### config.mk
export PLATFORM = sky130hd
export DESIGN_NAME = fft_stage_sequencer_flat
export DESIGN_NICKNAME = d
export VERILOG_FILES = /design/src/rtl/fft_stage_sequencer_if.sv /design/src/rtl/fft_stage_sequencer.sv /design/src/flat_wrapper.sv
export SDC_FILE = /design/constraint.sdc
export NUM_CORES = 1
export LEC_CHECK = 0
export CELL_PAD_IN_SITES_DETAIL_PLACEMENT = 0
export CELL_PAD_IN_SITES_GLOBAL_PLACEMENT = 1
export CORE_ASPECT_RATIO = 0.7
export CORE_MARGIN = 3
export CORE_UTILIZATION = 40
export CTS_CLUSTER_SIZE = 30
export DETAILED_ROUTE_END_ITERATION = 16
export GPL_TIMING_DRIVEN = 0
export PLACE_DENSITY = 0.74
export SLEW_MARGIN = 20
export SYNTH_ARGS = -nofsm -noshare
export SYNTH_HDL_FRONTEND = slang
export SYNTH_SLANG_ARGS = --single-unit
### constraint.sdc
create_clock -name clock_c -period 3.8 [get_ports clock_c]
set_clock_uncertainty 0.05 [all_clocks]
set_input_delay 0.57 -clock clock_c [delete_from_list [all_inputs] [get_ports clock_c]]
set_output_delay 0.57 -clock clock_c [all_outputs]
set_load 0.05 [all_outputs]
### src/rtl/fft_stage_sequencer_if.sv
// Control and address bus between the FFT stage controller, the sample RAM and the
// butterfly datapath on one side and the stage sequencer on the other.
interface fft_stage_sequencer_if #(
  parameter int N_LOG2  = 10,
  parameter int TW_BITS = 5
);
  logic                start;
  logic [3:0]          stage;
  logic                stall;
  logic                rd_valid;
  logic [N_LOG2-1:0]   rd_addr_a;
  logic [N_LOG2-1:0]   rd_addr_b;
  logic [TW_BITS-1:0]  tw_idx;
  logic                bf_en;
  logic                bf_clr;
  logic                wr_valid;
  logic [N_LOG2-1:0]   wr_addr_a;
  logic [N_LOG2-1:0]   wr_addr_b;
  logic                busy;
  logic                done;
  logic                err;

  modport master (
    output start, stage, stall,
    input  rd_valid, rd_addr_a, rd_addr_b, tw_idx, bf_en, bf_clr,
    input  wr_valid, wr_addr_a, wr_addr_b, busy, done, err
  );

  modport slave (
    input  start, stage, stall,
    output rd_valid, rd_addr_a, rd_addr_b, tw_idx, bf_en, bf_clr,
    output wr_valid, wr_addr_a, wr_addr_b, busy, done, err
  );
endinterface

### src/rtl/fft_stage_sequencer.sv
// Address/strobe sequencer for one radix-2 DIT stage of the in-place FFT: issues the
// butterfly read pairs and twiddle indices, then replays the addresses for write-back.
module fft_stage_sequencer #(
  parameter int N_LOG2  = 10,
  parameter int TW_BITS = 5,
  parameter int RD_LAT  = 1,
  parameter int BF_LAT  = 4
) (
  input  logic                 clock_c,
  input  logic                 reset_n,
  fft_stage_sequencer_if.slave bus
);
  localparam int K_W    = N_LOG2 - 1;
  localparam int WR_LAT = RD_LAT + BF_LAT;
  localparam int D_W    = $clog2(WR_LAT + 1);
  localparam logic [K_W-1:0] K_ZERO     = K_W'(1'b0);
  localparam logic [K_W-1:0] K_ONE      = K_W'(1'b1);
  localparam logic [K_W-1:0] K_LAST     = {K_W{1'b1}};
  localparam logic [D_W-1:0] D_ONE      = D_W'(1'b1);
  localparam logic [D_W-1:0] DRAIN_LAST = D_W'(WR_LAT - 1);

  typedef enum logic [2:0] {
    IDLE  = 3'd0,
    CLEAR = 3'd1,
    ISSUE = 3'd2,
    DRAIN = 3'd3,
    DONE  = 3'd4
  } state_t;

  function automatic logic [N_LOG2-1:0] mask_f(input logic [3:0] s);
    mask_f = (N_LOG2'(1'b1) << s) - N_LOG2'(1'b1);
  endfunction

  // Lower address of the pair: k with a zero bit inserted at position s.
  function automatic logic [N_LOG2-1:0] addr_a_f(input logic [K_W-1:0] k, input logic [3:0] s);
    logic [N_LOG2-1:0] kk;
    logic [N_LOG2-1:0] m;
    kk = N_LOG2'(k);
    m  = mask_f(s);
    addr_a_f = ((kk & ~m) << 1'b1) | (kk & m);
  endfunction

  function automatic logic [N_LOG2-1:0] addr_b_f(input logic [K_W-1:0] k, input logic [3:0] s);
    addr_b_f = addr_a_f(k, s) | (N_LOG2'(1'b1) << s);
  endfunction

  // The ROM index is the top TW_BITS of the K_W-bit exponent.
  function automatic logic [TW_BITS-1:0] tw_f(input logic [K_W-1:0] k, input logic [3:0] s);
    logic [N_LOG2-1:0] m;
    logic [K_W-1:0]    e;
    m = mask_f(s);
    e = (k & m[K_W-1:0]) << (4'(K_W) - s);
    tw_f = e[K_W-1 -: TW_BITS];
  endfunction

  state_t              state_r;
  state_t              state_nxt;
  logic [3:0]          s_r;
  logic [K_W-1:0]      k_r;
  logic [D_W-1:0]      drain_r;
  logic [N_LOG2-1:0]   a_r;
  logic [N_LOG2-1:0]   b_r;
  logic [TW_BITS-1:0]  tw_r;
  logic                err_r;
  logic [WR_LAT-1:0]   vld_dly_r;
  logic [N_LOG2-1:0]   a_dly_r [WR_LAT];
  logic [N_LOG2-1:0]   b_dly_r [WR_LAT];
  logic [TW_BITS-1:0]  tw_dly_r [RD_LAT];
  logic                rd_valid_s;
  logic                bf_en_s;
  logic                stage_ok_s;

  assign stage_ok_s = (bus.stage < 4'(N_LOG2));

  // State register.
  always_ff @(posedge clock_c or negedge reset_n) begin
    if (!reset_n) begin
      state_r <= IDLE;
    end else begin
      state_r <= state_nxt;
    end
  end

  // Next-state logic and the stall-gated strobes.
  always_comb begin
    state_nxt  = state_r;
    rd_valid_s = 1'b0;
    bf_en_s    = 1'b0;
    case (state_r)
      IDLE: begin
        if (bus.start && stage_ok_s) state_nxt = CLEAR;
        else                         state_nxt = IDLE;
      end
      CLEAR: state_nxt = ISSUE;
      ISSUE: begin
        if (!bus.stall) begin
          rd_valid_s = 1'b1;
          bf_en_s    = 1'b1;
          if (k_r == K_LAST) state_nxt = DRAIN;
          else               state_nxt = ISSUE;
        end else begin
          state_nxt = ISSUE;
        end
      end
      DRAIN: begin
        if (!bus.stall) begin
          bf_en_s = 1'b1;
          if (drain_r == DRAIN_LAST) state_nxt = DONE;
          else                       state_nxt = DRAIN;
        end else begin
          state_nxt = DRAIN;
        end
      end
      DONE:    state_nxt = IDLE;
      default: state_nxt = IDLE;
    endcase
  end

  // Stage capture, butterfly counter and the registered read address/twiddle of the current pair.
  always_ff @(posedge clock_c or negedge reset_n) begin
    if (!reset_n) begin
      s_r     <= 4'd0;
      k_r     <= K_ZERO;
      drain_r <= {D_W{1'b0}};
      a_r     <= {N_LOG2{1'b0}};
      b_r     <= {N_LOG2{1'b0}};
      tw_r    <= {TW_BITS{1'b0}};
      err_r   <= 1'b0;
    end else begin
      err_r <= (state_r == IDLE) && bus.start && !stage_ok_s;
      if ((state_r == IDLE) && bus.start && stage_ok_s) s_r <= bus.stage;
      if (state_r == CLEAR) begin
        k_r     <= K_ZERO;
        drain_r <= {D_W{1'b0}};
        a_r     <= addr_a_f(K_ZERO, s_r);
        b_r     <= addr_b_f(K_ZERO, s_r);
        tw_r    <= tw_f(K_ZERO, s_r);
      end else if (rd_valid_s && (k_r != K_LAST)) begin
        k_r  <= k_r + K_ONE;
        a_r  <= addr_a_f(k_r + K_ONE, s_r);
        b_r  <= addr_b_f(k_r + K_ONE, s_r);
        tw_r <= tw_f(k_r + K_ONE, s_r);
      end
      if ((state_r == DRAIN) && bf_en_s) drain_r <= drain_r + D_ONE;
    end
  end

  // Write-back and twiddle delay lines; they move only with the butterfly pipeline.
  always_ff @(posedge clock_c or negedge reset_n) begin
    if (!reset_n) begin
      vld_dly_r <= {WR_LAT{1'b0}};
      for (int i = 0; i < WR_LAT; i++) begin
        a_dly_r[i] <= {N_LOG2{1'b0}};
        b_dly_r[i] <= {N_LOG2{1'b0}};
      end
      for (int i = 0; i < RD_LAT; i++) tw_dly_r[i] <= {TW_BITS{1'b0}};
    end else if (bf_en_s) begin
      vld_dly_r  <= {vld_dly_r[WR_LAT-2:0], rd_valid_s};
      a_dly_r[0] <= a_r;
      b_dly_r[0] <= b_r;
      for (int i = 1; i < WR_LAT; i++) begin
        a_dly_r[i] <= a_dly_r[i-1];
        b_dly_r[i] <= b_dly_r[i-1];
      end
      tw_dly_r[0] <= tw_r;
      for (int i = 1; i < RD_LAT; i++) tw_dly_r[i] <= tw_dly_r[i-1];
    end
  end

  assign bus.rd_valid  = rd_valid_s;
  assign bus.rd_addr_a = a_r;
  assign bus.rd_addr_b = b_r;
  assign bus.tw_idx    = tw_dly_r[RD_LAT-1];
  assign bus.bf_en     = bf_en_s;
  assign bus.bf_clr    = (state_r == CLEAR);
  assign bus.wr_valid  = vld_dly_r[WR_LAT-1] && bf_en_s;
  assign bus.wr_addr_a = a_dly_r[WR_LAT-1];
  assign bus.wr_addr_b = b_dly_r[WR_LAT-1];
  assign bus.busy      = (state_r != IDLE);
  assign bus.done      = (state_r == DONE);
  assign bus.err       = err_r;
endmodule

### src/flat_wrapper.sv
// flat-port wrapper written by rule: the top's interface ports become plain ports
module fft_stage_sequencer_flat 
#(
  parameter int N_LOG2  = 10,
  parameter int TW_BITS = 5,
  parameter int RD_LAT  = 1,
  parameter int BF_LAT  = 4
)
  (clock_c, reset_n, bus_start, bus_stage, bus_stall, bus_rd_valid, bus_rd_addr_a, bus_rd_addr_b, bus_tw_idx, bus_bf_en, bus_bf_clr, bus_wr_valid, bus_wr_addr_a, bus_wr_addr_b, bus_busy, bus_done, bus_err);
  fft_stage_sequencer_if #(.N_LOG2(N_LOG2), .TW_BITS(TW_BITS)) bus_i ();
  input  logic clock_c;
  input  logic reset_n;
  input wire logic [$bits(bus_i.start)-1:0] bus_start;
  input wire logic [$bits(bus_i.stage)-1:0] bus_stage;
  input wire logic [$bits(bus_i.stall)-1:0] bus_stall;
  output wire logic [$bits(bus_i.rd_valid)-1:0] bus_rd_valid;
  output wire logic [$bits(bus_i.rd_addr_a)-1:0] bus_rd_addr_a;
  output wire logic [$bits(bus_i.rd_addr_b)-1:0] bus_rd_addr_b;
  output wire logic [$bits(bus_i.tw_idx)-1:0] bus_tw_idx;
  output wire logic [$bits(bus_i.bf_en)-1:0] bus_bf_en;
  output wire logic [$bits(bus_i.bf_clr)-1:0] bus_bf_clr;
  output wire logic [$bits(bus_i.wr_valid)-1:0] bus_wr_valid;
  output wire logic [$bits(bus_i.wr_addr_a)-1:0] bus_wr_addr_a;
  output wire logic [$bits(bus_i.wr_addr_b)-1:0] bus_wr_addr_b;
  output wire logic [$bits(bus_i.busy)-1:0] bus_busy;
  output wire logic [$bits(bus_i.done)-1:0] bus_done;
  output wire logic [$bits(bus_i.err)-1:0] bus_err;
  assign bus_i.start = bus_start;
  assign bus_i.stage = bus_stage;
  assign bus_i.stall = bus_stall;
  assign bus_rd_valid = bus_i.rd_valid;
  assign bus_rd_addr_a = bus_i.rd_addr_a;
  assign bus_rd_addr_b = bus_i.rd_addr_b;
  assign bus_tw_idx = bus_i.tw_idx;
  assign bus_bf_en = bus_i.bf_en;
  assign bus_bf_clr = bus_i.bf_clr;
  assign bus_wr_valid = bus_i.wr_valid;
  assign bus_wr_addr_a = bus_i.wr_addr_a;
  assign bus_wr_addr_b = bus_i.wr_addr_b;
  assign bus_busy = bus_i.busy;
  assign bus_done = bus_i.done;
  assign bus_err = bus_i.err;
  fft_stage_sequencer #(.N_LOG2(N_LOG2), .TW_BITS(TW_BITS), .RD_LAT(RD_LAT), .BF_LAT(BF_LAT)) u_core (.clock_c(clock_c), .reset_n(reset_n), .bus(bus_i));
endmodule
==> results of run 1 <==
[flip-flops by register name, indices dropped and copies added (netlist names)]
signal,count
u_core.a_dly_r,40
u_core.b_dly_r,40
u_core.bus.err,1
u_core.bus.rd_addr_a,10
u_core.bus.rd_addr_b,10
u_core.bus.tw_idx,5
u_core.bus.wr_addr_a,10
u_core.bus.wr_addr_b,10
u_core.drain_r,3
u_core.k_r,9
u_core.s_r,4
u_core.state_r,3
u_core.tw_r,5
u_core.vld_dly_r,5
[per-layer routing]
metal,vias to the layer above,wire [µm],GRT usage [%]
met5,-,0,0
met2,140,7430,28.6
met4,0,374,7.10
met1,2636,9090,30.2
li1,2757,-,-
met3,25,800,3.64
[critical path: cells and delay by family]
family	cells	cell delay [ns]
simple gates	2	0.60
buf+inv	4	1.78
[cell usage in the layout, fill, tap and decap left out, types with 3 or more instances in the layout]
cell	instances
sky130_fd_sc_hd__dfrtp_1	155
sky130_fd_sc_hd__nand2_1	374
sky130_fd_sc_hd__and3_1	3
sky130_fd_sc_hd__a21oi_1	14
sky130_fd_sc_hd__a22o_1	3
sky130_fd_sc_hd__and2_1	3
sky130_fd_sc_hd__o211ai_1	3
sky130_fd_sc_hd__mux2_2	4
sky130_fd_sc_hd__nor2b_1	3
sky130_fd_sc_hd__or2_2	3
sky130_fd_sc_hd__clkbuf_1	41
sky130_fd_sc_hd__inv_6	5
sky130_fd_sc_hd__or3_1	3
sky130_fd_sc_hd__nand2b_1	3
sky130_fd_sc_hd__nor2_1	34
sky130_fd_sc_hd__xnor2_1	6
sky130_fd_sc_hd__nor3_1	6
sky130_fd_sc_hd__buf_2	3
sky130_fd_sc_hd__a31oi_1	4
sky130_fd_sc_hd__o22ai_1	3
sky130_fd_sc_hd__nand3_1	15
sky130_fd_sc_hd__o21ai_0	29
sky130_fd_sc_hd__a221oi_1	5
sky130_fd_sc_hd__xor2_1	3
sky130_fd_sc_hd__o31ai_1	6
sky130_fd_sc_hd__o22a_1	3
sky130_fd_sc_hd__ha_1	6
sky130_fd_sc_hd__buf_4	20
sky130_fd_sc_hd__clkbuf_16	17
sky130_fd_sc_hd__inv_1	10
sky130_fd_sc_hd__clkdlybuf4s50_1	56
sky130_fd_sc_hd__o21a_1	8
[worst min path at each step]
stage,start,end,cells past startpoint
after CTS,reset_n,u_core.bus.wr_addr_a[6],1
after global routing,reset_n,u_core.bus.wr_addr_a[6],1
after floorplan,reset_n,u_core.a_dly_r[10],0
final,reset_n,u_core.bus.wr_addr_a[6],1
after detailed placement,u_core.vld_dly_r[2],u_core.vld_dly_r[3],2
after global placement,u_core.b_dly_r[49],u_core.b_dly_r[39],2
[power breakdown]
part	leakage, nW	switching, mW	internal [mW]	total, mW
Clock	0.296	0.745	0.992	1.74
Sequential	2.03	0.157	1.86	2.02
Combinational	1.91	0.589	0.305	0.893
[kinds of logic (layout without fill, tap and decap cells)]
logic type | Yosys count | in the layout | share of synthesized area, %
flops | 155 | 155 | 56.0
compound gates | 94 | 94 | 8.89
buf+inv | 77 | 169 | 5.31
xor+xnor | 9 | 9 | 1.14
fa+ha+maj | 6 | 6 | 1.08
simple gates | 458 | 458 | 26.6
mux | 6 | 6 | 0.940
[final cells by class]
cell class	count	area (µm²)	share of cell area, %
plain buffers	66	329	3.90
clock inverters	15	178	2.11
clock buffers	17	425	5.04
inverters	11	41.3	0.489
multi-input cells	573	2680	31.7
repair buffers	60	628	7.44
flip-flops and latches	155	3880	46.0
well taps	225	282	3.34
[per-stage QoR]
step	power, mW	instances	hold WS [ns]	TNS, ns	setup WS [ns]
after global routing	4.89	1122	0.0852	0	0.109
final	4.65	1122	0.0484	0	0.242
after detailed placement	2.95	1090	0.401	-0.154	-0.154
after floorplan	2.60	805	0.224	0	1.15
after global placement	2.93	1089	0.397	-633.62	-4.10
after CTS	4.71	1122	0.0670	0	0.0789
[timing repair]
item                                    CTS  global route
pin swaps                                 0             0
gates resized for setup                   1             4
hold buffers                              0             0
endpoints found under the setup margin    1             7
endpoints found under the hold margin     0             0
==> impl_results.md, run 1 <==
- Number of cells on the worst reg-to-reg path: 10
- Upper clock frequency limit: 281 MHz
- Vias in the first global route: 5474
- Total overflow reported by the global router: 0
- Time the worst path needs with I/O delays and setup: 3.56 ns
- Worst R2R Setup Slack: 0.41 ns
- Number of buffers created by CTS: 17
- Core ar.: 16600 µm²
- Via density: 4.95
- Placed standard-cell area: 7830 µm²
- IR drop worst, VDD: 0.000227 V
- Number of inserted diodes: 0
- H-tree depth: 4
- Syn Nets: a little over 800
- Total routing usage reported by global routing: about 20%
- Synthesis warning total: 0
- Final RePlAce weighted congestion: 0.897
- Remaining max-slew budget at the tightest pin: a little under half
- Root buffer cell: sky130_fd_sc_hd__clkbuf_16
- Mean cell area of the mapped netlist: 8.60 µm²
- Clock Tree Buf Depth: 2
- Layout area overhead: 21.9%
- Number of placed I/O pins: 60
- Ratio of cells with drive above 1 in the final layout: 7.58%
- Slew Viols, Final: 0
- Number of nets in the layout: 898
- Filler cell count: 1553
- Register clock-pin slew on the reported worst setup and hold paths: 0.06 ns
- Distinct cell type count of the synthesized netlist: 53
- HPWL after detailed placement: roughly 13000 µm
- Initial antenna violation count: 0
- Share of synthesized registers carrying an async set or reset: 100%
- Worst flop-to-flop path startpoint: u_core.s_r[1]
- Floorplan die height: 116 µm
- Drt drc: 0
- Element type at the critical path start: primary input
- Maximum number of pins on one net before global-route repair: 84
- Synth cell count leaders: sky130_fd_sc_hd__nand2_1, sky130_fd_sc_hd__dfrtp_1, sky130_fd_sc_hd__clkbuf_1
- Clock Latency Late Sink: 0.43 ns
- Wire length of the first global-routing pass: 29300 µm
- Total number of vias: 5558
- Average wire per standard cell: 15.8 µm
- Most frequently used cell type in the post-synthesis netlist: sky130_fd_sc_hd__nand2_1
- Sequential element share of the synthesized area: 56.0%
- Clock sink count: 155
- Outcome: finished clean
- DIE WIDTH: 163 µm
- Iteration count of the initial detailed-routing pass: 5
- Power density relative to cell area: 551 nW/µm²
- Final hold violations: 0
- Reg-to-reg critical path endpoint: u_core.bus.rd_addr_b[4]
- Worst Setup Path Type: in2out
- Cells along the critical path: clkdlybuf4s50_1 -> or3b_1 -> buf_2 -> clkbuf_1 -> nor2_1 -> clkdlybuf4s50_1
- Seq cells post-synth: between 150 and 200
- Clock tree from TritonCTS: built
- P_leak: roughly 4.2 nW
- Cell count after synthesis: 805
- Data required time of the worst path: 3.18 ns
- Most instantiated flip-flop cell in the synthesis netlist: sky130_fd_sc_hd__dfrtp_1
- Largest stage delay on the critical path: 0.85 ns
- Final core area utilization: 50.7%
- Worst path slowest cell: sky130_fd_sc_hd__clkdlybuf4s50_1
- Endpoint of the worst setup timing path: bus_rd_valid
- Number of standard-cell rows in the floorplan: 39
- Crit-path max FO: 10
- Number of design-rule violations left by the first detailed-router iteration: 378
- Worst hold path class: in2async
- Effective utilization at floorplan: 41.6%
- Number of I/O port buffers: 59
- Buffers inserted by post-CTS timing repair: 0
- Synthesized cell area: 6920 µm²
- Fraction of synthesized cell area taken by the top area cell type: 56.0%
- Worst Setup SP: bus_stall
- Number of antenna-violating nets in the routed design: 0
- Kind of end point of the critical path: output port
- Area leader, netlist: sky130_fd_sc_hd__dfrtp_1
- Layout Cell Area excl Fill: 8440 µm²
- Measured slew at the worst slew-check pin: 0.782 ns
- Unrepaired setup endpoints after global routing: false
- Routed wire length: between 15000 and 20000 µm
- Floorplan die area: between 15000 and 20000 µm²
- Arrival time at the worst endpoint: between 2 and 3 ns
- Number of violations of the max-capacitance limit: 0
- Number of enable-type register cells in the synthesized netlist: 0
- Setup Viol. Count Final: 0
- Top cell by count, worst path: sky130_fd_sc_hd__clkdlybuf4s50_1
- Fin crit share: 93.6%
- Top cells by area in the synthesized netlist: sky130_fd_sc_hd__dfrtp_1, sky130_fd_sc_hd__nand2_1, sky130_fd_sc_hd__clkbuf_1, sky130_fd_sc_hd__buf_4, sky130_fd_sc_hd__o21ai_0
Power figures use the tool's default switching activity.
==> inputs of run 2 (changes only) <==
--- a/config.mk
+++ b/config.mk
@@ -13,7 +13,7 @@
 export CTS_CLUSTER_SIZE = 30
 export DETAILED_ROUTE_END_ITERATION = 16
 export GPL_TIMING_DRIVEN = 0
-export PLACE_DENSITY = 0.74
+export PLACE_DENSITY = 0.86
 export SLEW_MARGIN = 20
 export SYNTH_ARGS = -nofsm -noshare
 export SYNTH_HDL_FRONTEND = slang
==> impl_results.md, run 2 (synthesis gave the netlist of run 1 again) <==
- Floorplan die area: 18900 µm² (unchanged)
- Drt drc: 0 (unchanged)
- Layout Cell Area excl Fill: 8420 µm² (-0.22%)
- Largest stage delay on the critical path: 0.86 ns (about the same)
- Ratio of cells with drive above 1 in the final layout: 7.36% (-0.22 points)
- Root buffer cell: sky130_fd_sc_hd__clkbuf_16
- Setup Viol. Count Final: 0 (unchanged)
- Power density relative to cell area: 543 nW/µm² (-1.5%)
- Iteration count of the initial detailed-routing pass: 6 (+1)
- HPWL after detailed placement: 11500 µm (-9.3%)
- Commonest cells after routing, fill and taps aside: sky130_fd_sc_hd__nand2_1, sky130_fd_sc_hd__dfrtp_1, sky130_fd_sc_hd__clkdlybuf4s50_1
- Worst hold path class: in2async
- Cells along the critical path: clkdlybuf4s50_1 -> or3b_1 -> buf_2 -> clkbuf_1 -> nor2_1 -> clkdlybuf4s50_1
- Floorplan die height: 116 µm (unchanged)
- Element type at the critical path start: primary input
- Clock tree from TritonCTS: built
- Number of buffers created by CTS: 17 (unchanged)
- Initial antenna violation count: 0 (unchanged)
- Number of design-rule violations left by the first detailed-router iteration: 407 (+7.7%)
- Final RePlAce weighted congestion: 0.919 (+2.5%)
- Number of resized instances in the post-cts repair step: 1 (unchanged)
- Effective utilization at floorplan: 41.6% (unchanged)
- Wire length of the first global-routing pass: 26700 µm (-8.7%)
- Crit path setup slack, layout: 0.169 ns (-0.0728 ns)
- Clock sink count: 155 (unchanged)
- Setup slack after placement: -0.130 ns (+0.0234 ns)
- Worst Setup Path Type: in2out
- DIE WIDTH: 163 µm (unchanged)
- Total area of multi-input combinational cells: 2680 µm² (unchanged)
- Top cell by count, worst path: sky130_fd_sc_hd__clkdlybuf4s50_1
- H-tree depth: 4 (unchanged)
- Layout area overhead: 21.6%
- Upper clock frequency limit: 275 MHz (-2.0%)
- Unrepaired setup endpoints after global routing: false
- Placed standard-cell area: 7830 µm² (unchanged)
- Crit-path max FO: 10 (unchanged)
- Commonest non-fill, non-tap cell in the layout: sky130_fd_sc_hd__nand2_1
- Via density: 4.86 (-1.9%)
- Kind of end point of the critical path: output port
- Worst R2R Setup Slack: 0.35 ns (-0.06 ns)
- Worst path slowest cell: sky130_fd_sc_hd__clkdlybuf4s50_1
- Maximum number of pins on one net before global-route repair: 92 (+9.5%)
- Clock Tree Buf Depth: 2 (unchanged)
- Number of violations of the max-capacitance limit: 0 (unchanged)
- Data required time of the worst path: 3.18 ns (about the same)
- Total number of vias: 5452 (-1.9%)
- Remaining max-slew budget at the tightest pin: 52.7% (+5.1 points)
- Clock Latency Late Sink: 0.43 ns (about the same)
- Routed wire length: 16400 µm (-7.4%)
- Average wire per standard cell: 14.6 µm (-7.4%)
- Time the worst path needs with I/O delays and setup: 3.63 ns (+0.0728 ns)
- Arrival time at the worst endpoint: 3.01 ns (+0.07 ns)
- Filler cell count: 1613 (+3.9%)
- Worst flop-to-flop path startpoint: u_core.s_r[1]
- Outcome: finished clean
- Measured slew at the worst slew-check pin: 0.706 ns (-0.0763 ns)
- Number of I/O port buffers: 59 (unchanged)
- Fin crit share: 95.5% (+1.9 points)
- P_leak: 4.21 nW (-0.45%)
- Count of hold-fix buffers inserted at cts: 0 (unchanged)
- Number of nets in the layout: 898 (unchanged)
- Total overflow reported by the global router: 0 (unchanged)
- Total routing usage reported by global routing: 18.0% (-1.9 points)
- Final total negative setup slack: 0 ns (unchanged)
- Number of inserted diodes: 0 (unchanged)
- Worst Setup SP: bus_stall
- Vias in the first global route: 5006 (-8.5%)
- Final hold violations: 0 (unchanged)
- Buffers inserted by post-CTS timing repair: 0 (unchanged)
- Core ar.: 16600 µm² (unchanged)
- IR drop worst, VDD: 0.000253 V (+12%)
- Total area of sequential cells: 3880 µm² (unchanged)
- PnR Total Power: 4.57 mW (-1.7%)
- Register clock-pin slew on the reported worst setup and hold paths: 0.07 ns (about the same)
- Largest registers: u_core.a_dly_r: 40 flops, u_core.b_dly_r: 40 flops
- Number of placed I/O pins: 60 (unchanged)
- Number of antenna-violating nets in the routed design: 0 (unchanged)
- Slew Viols, Final: 0 (unchanged)
- Number of standard-cell rows in the floorplan: 39 (unchanged)
-- run 2: cell types whose count changed in the layout (fill, tap and decap cells not counted), sizes merged --
cell	before	now
clkbuf	60	61
clkinv	6	3
inv	17	18
clkinvlp	1	3
bufinv	2	1
-- run 2: final timing paths --
path | endpoint | cells after the start
worst max register to register | u_core.bus.rd_addr_b[7] | 12
max in group asynchronous | u_core.s_r[2] | 2
worst max-delay path | bus_rd_valid | 6
min in group clock_c | u_core.a_dly_r[39] | 2
worst min-delay path | u_core.bus.wr_addr_a[5] | 1
worst min register to register | u_core.a_dly_r[39] | 2
-- run 2: per-layer routing --
layer	track usage [%]	share of wire [%]
met1	28.5	53
met4	3.55	0.50
met3	4.50	5.7
met5	0	0
met2	25.0	41
-- run 2: area by class of cell --
type,count,share of cell area (%)
clock buffer,18,5.10
clock inverter,14,1.86
inverter,11,0.490
multi-input combinational,573,31.8
timing repair buffer,60,7.46
tap,225,3.34
sequential,155,46.1
buffer,66,3.89
-- run 2: worst max-delay path, delay by kind of cell --
| family | cells | cell delay [ns] |
|---|---|---|
| buf+inv | 4 | 1.78 |
| simple gates | 2 | 0.66 |
-- run 2: power by group --
| part | internal (mW) | switching, mW | total [mW] |
|---|---|---|---|
| sequential | 1.86 | 0.149 | 2.01 |
| clock | 0.933 | 0.750 | 1.68 |
| combinational | 0.305 | 0.570 | 0.875 |
| total | 3.10 | 1.47 | 4.57 |
-- run 2: metrics by stage --
stage | std cells | hold WS, ns | utilization [%]
after floorplan | 805 | 0.224 | -
after global placement | 1089 | 0.396 | 46.8
after detailed placement | 1090 | 0.398 | 47.0
after CTS | 1122 | 0.116 | 50.6
after global routing | 1122 | 0.146 | 50.6
final | 1122 | 0.0929 | 50.6
==> inputs of run 3 (changes only) <==
--- a/config.mk
+++ b/config.mk
@@ -14,6 +14,7 @@
 export DETAILED_ROUTE_END_ITERATION = 16
 export GPL_TIMING_DRIVEN = 0
 export PLACE_DENSITY = 0.86
+export SKIP_CTS_REPAIR_TIMING = 1
 export SLEW_MARGIN = 20
 export SYNTH_ARGS = -nofsm -noshare
 export SYNTH_HDL_FRONTEND = slang
==> results of run 3 <==
Same layout as run 2: the final DEF is identical, and so are final timing and power.
Main changes from that run: via count of the first global-routing pass 5006 -> 5001; met1 usage 28.5% -> 28.6%; met2 usage 25.0% -> 24.9%
==> RTL edit, RTL diff (settings of run 2) <==
`RD_LAT` is set to 1 in 2 places; all go to 2.
--- a/src/rtl/fft_stage_sequencer.sv
+++ b/src/rtl/fft_stage_sequencer.sv
@@ -5,3 +5,3 @@
   parameter int TW_BITS = 5,
-  parameter int RD_LAT  = 1,
+  parameter int RD_LAT  = 2,
   parameter int BF_LAT  = 4
--- a/src/flat_wrapper.sv
+++ b/src/flat_wrapper.sv
@@ -5,3 +5,3 @@
   parameter int TW_BITS = 5,
-  parameter int RD_LAT  = 1,
+  parameter int RD_LAT  = 2,
   parameter int BF_LAT  = 4
Formal check against the unedited RTL: not equivalent (Yosys sat finds a counterexample within 10 cycles, from zero or initial values and one cycle with reset_n low).
==> RTL edit against run 2 <==
Sequential cell count is 26 higher; critical path depth decreased by 1; first-iteration DRC count rose by 11%; synthesized area rose by 15%; global-route usage up 0.54 points; cell area grew 13%; wire length up 15%; power grew 23%; combinational power grew 45%; worst setup slack worse by 31 ps; critical path type is now register to output port; highest routed layer unchanged.
==> RTL edit: results (changes against run 2) <==
STATUS
---------------------------------------------------------------------------
Result of the run ............................................ complete, no violations   unchanged

PLACED DESIGN
---------------------------------------------------------------------------
Half-perimeter wire length after detailed placement ..........     13200 um   was 11500 um
Number of placed cells counting well taps ....................         1239   was 1090
Post-placement cell area .....................................     8880 um2   was 7830 um2
Final RePlAce weighted congestion ............................        0.906   was 0.919

TIMING
---------------------------------------------------------------------------
Actual slew at the worst max-slew pin ........................       735 ps   was 706 ps
Hold Worst Slack .............................................      75.7 ps   was 92.9 ps

PWR
---------------------------------------------------------------------------
Standby leakage power ........................................   0.00487 uW   was 0.00421 uW
Internal Dissipation .........................................      3790 uW   was 3100 uW
Maximum vdd ir drop ..........................................     0.275 mV   was 0.253 mV

DETAILED ROUTING
---------------------------------------------------------------------------
First DRT Iteration DRCs .....................................          451   was 407
Number of detailed-route iterations in the first pass ........            5   was 6
DR vias/cell .................................................         4.92   was 4.86
Final routed wire length divided by cell count ...............      14.8 um   was 14.6 um

CRITICAL PATH
---------------------------------------------------------------------------
Start of the worst register-to-register path ................. u_core.s_r[0]   was u_core.s_r[1]
End point of the critical path ...............................   bus_bf_clr   was bus_rd_valid
Start point of the critical path ............................. u_core.state_r[2]   was bus_stall
Arrival time at the worst endpoint ...........................      3040 ps   was 3010 ps
Cell count of the worst reg-to-reg path ......................           12   unchanged
Stage delay of the slowest cell on the critical path .........       940 ps   was 860 ps
Worst R2R End ................................................ u_core.bus.rd_addr_b[5]   was u_core.bus.rd_addr_b[7]

SYNTHESIS
---------------------------------------------------------------------------
Synth Area in Compound Gates .................................        7.18%   was 8.89%
Count of distinct cell types in the synthesized netlist ......           60   was 53
Adder-cell share of the synthesized area .....................       0.947%   was 1.08%
Cell types with the largest area share after synthesis ....... sky130_fd_sc_hd__dfrtp_1, sky130_fd_sc_hd__nand2_1, sky130_fd_sc_hd__buf_4   was sky130_fd_sc_hd__dfrtp_1, sky130_fd_sc_hd__nand2_1, sky130_fd_sc_hd__clkbuf_1
Top cells by instance count after synthesis .................. sky130_fd_sc_hd__nand2_1, sky130_fd_sc_hd__dfrtp_1, sky130_fd_sc_hd__clkbuf_1   unchanged
Share of synthesized area spent on multiplexers ..............       0.694%   was 0.940%
Syn Nets .....................................................          929   was 819
Post-Synthesis Cells .........................................          915   was 805

CELLS AND AREA
---------------------------------------------------------------------------
Filler-free cell count of the finished design ................         1271   was 1122
Regs by FF count ............................................. u_core.a_dly_r (50), u_core.b_dly_r (50)   was u_core.a_dly_r (40), u_core.b_dly_r (40)
Post-layout nets .............................................         1008   was 898
Fraction of final layout cells sized beyond drive strength 1 .        7.85%   was 7.36%

GLOBAL ROUTING
---------------------------------------------------------------------------
Pin count of the biggest net entering global routing .........           96   was 92
Overall routing resource usage ...............................        18.6%   was 18.0%
Wire length of the first global-routing pass .................     31500 um   was 26700 um

[RTL edit: changes by cell type after synthesis, sizes merged, moves of 3 or more]
cell,before,now
nand2,374,461
clkbuf,43,47
o211ai,3,7
a21oi,15,11
dfrtp,155,181
o21a,8,3
nand3,15,10
o31a,0,3
o31ai,6,3
o21ai,29,23
buf,23,29
xnor2,6,10
[RTL edit: what timing repair did]
action | CTS | global route
pin swaps | 0 | 0
setup endpoints to repair | 2 | 6
gates resized for setup | 2 | 8
[RTL edit: cell families after synthesis]
group | count (synthesis)
buf+inv | 89
fa+ha+maj | 6
flops | 181
simple gates | 538
mux | 5
xor+xnor | 13
compound gates | 83
[RTL edit: cell type report]
cell class	instances	area, um2
Sequential cell	181	4530
Inverter	13	51.3
Tap cell	264	330
Multi-Input combinational cell	645	2960
Buffer	76	395
Fill cell	1823	9680
Timing Repair Buffer	60	622
Clock buffer	18	439
Clock inverter	14	170
[RTL edit: power by group through the flow]
| stage | Sequential, uW | Combinational (uW) | Clock (uW) |
|---|---|---|---|
| 6_report | 2510 | 1270 | 1840 |
| 2_1_floorplan | 2630 | 730 | 0 |
| 4_1_cts | 2510 | 1280 | 1880 |
| 3_3_place_gp | 2540 | 1260 | 0 |
| 5_1_grt | 2560 | 1400 | 1960 |
| 3_5_place_dp | 2540 | 1280 | 0 |
[RTL edit: per-stage QoR]
stage	utilization, %	worst slack, ps
after global placement	46.2	-5460
final	49.5	138
after CTS	49.5	73.2
after global routing	49.5	69.2
after floorplan	-	981
after detailed placement	46.3	-224
[RTL edit: routing by layer]
metal	global-route usage (%)	share of wire (%)	vias up
li1	-	-	3048
met1	28.8	53	3074
met2	26.4	41	116
met3	4.08	4.7	16
met4	4.37	1.0	0
met5	0	0	-
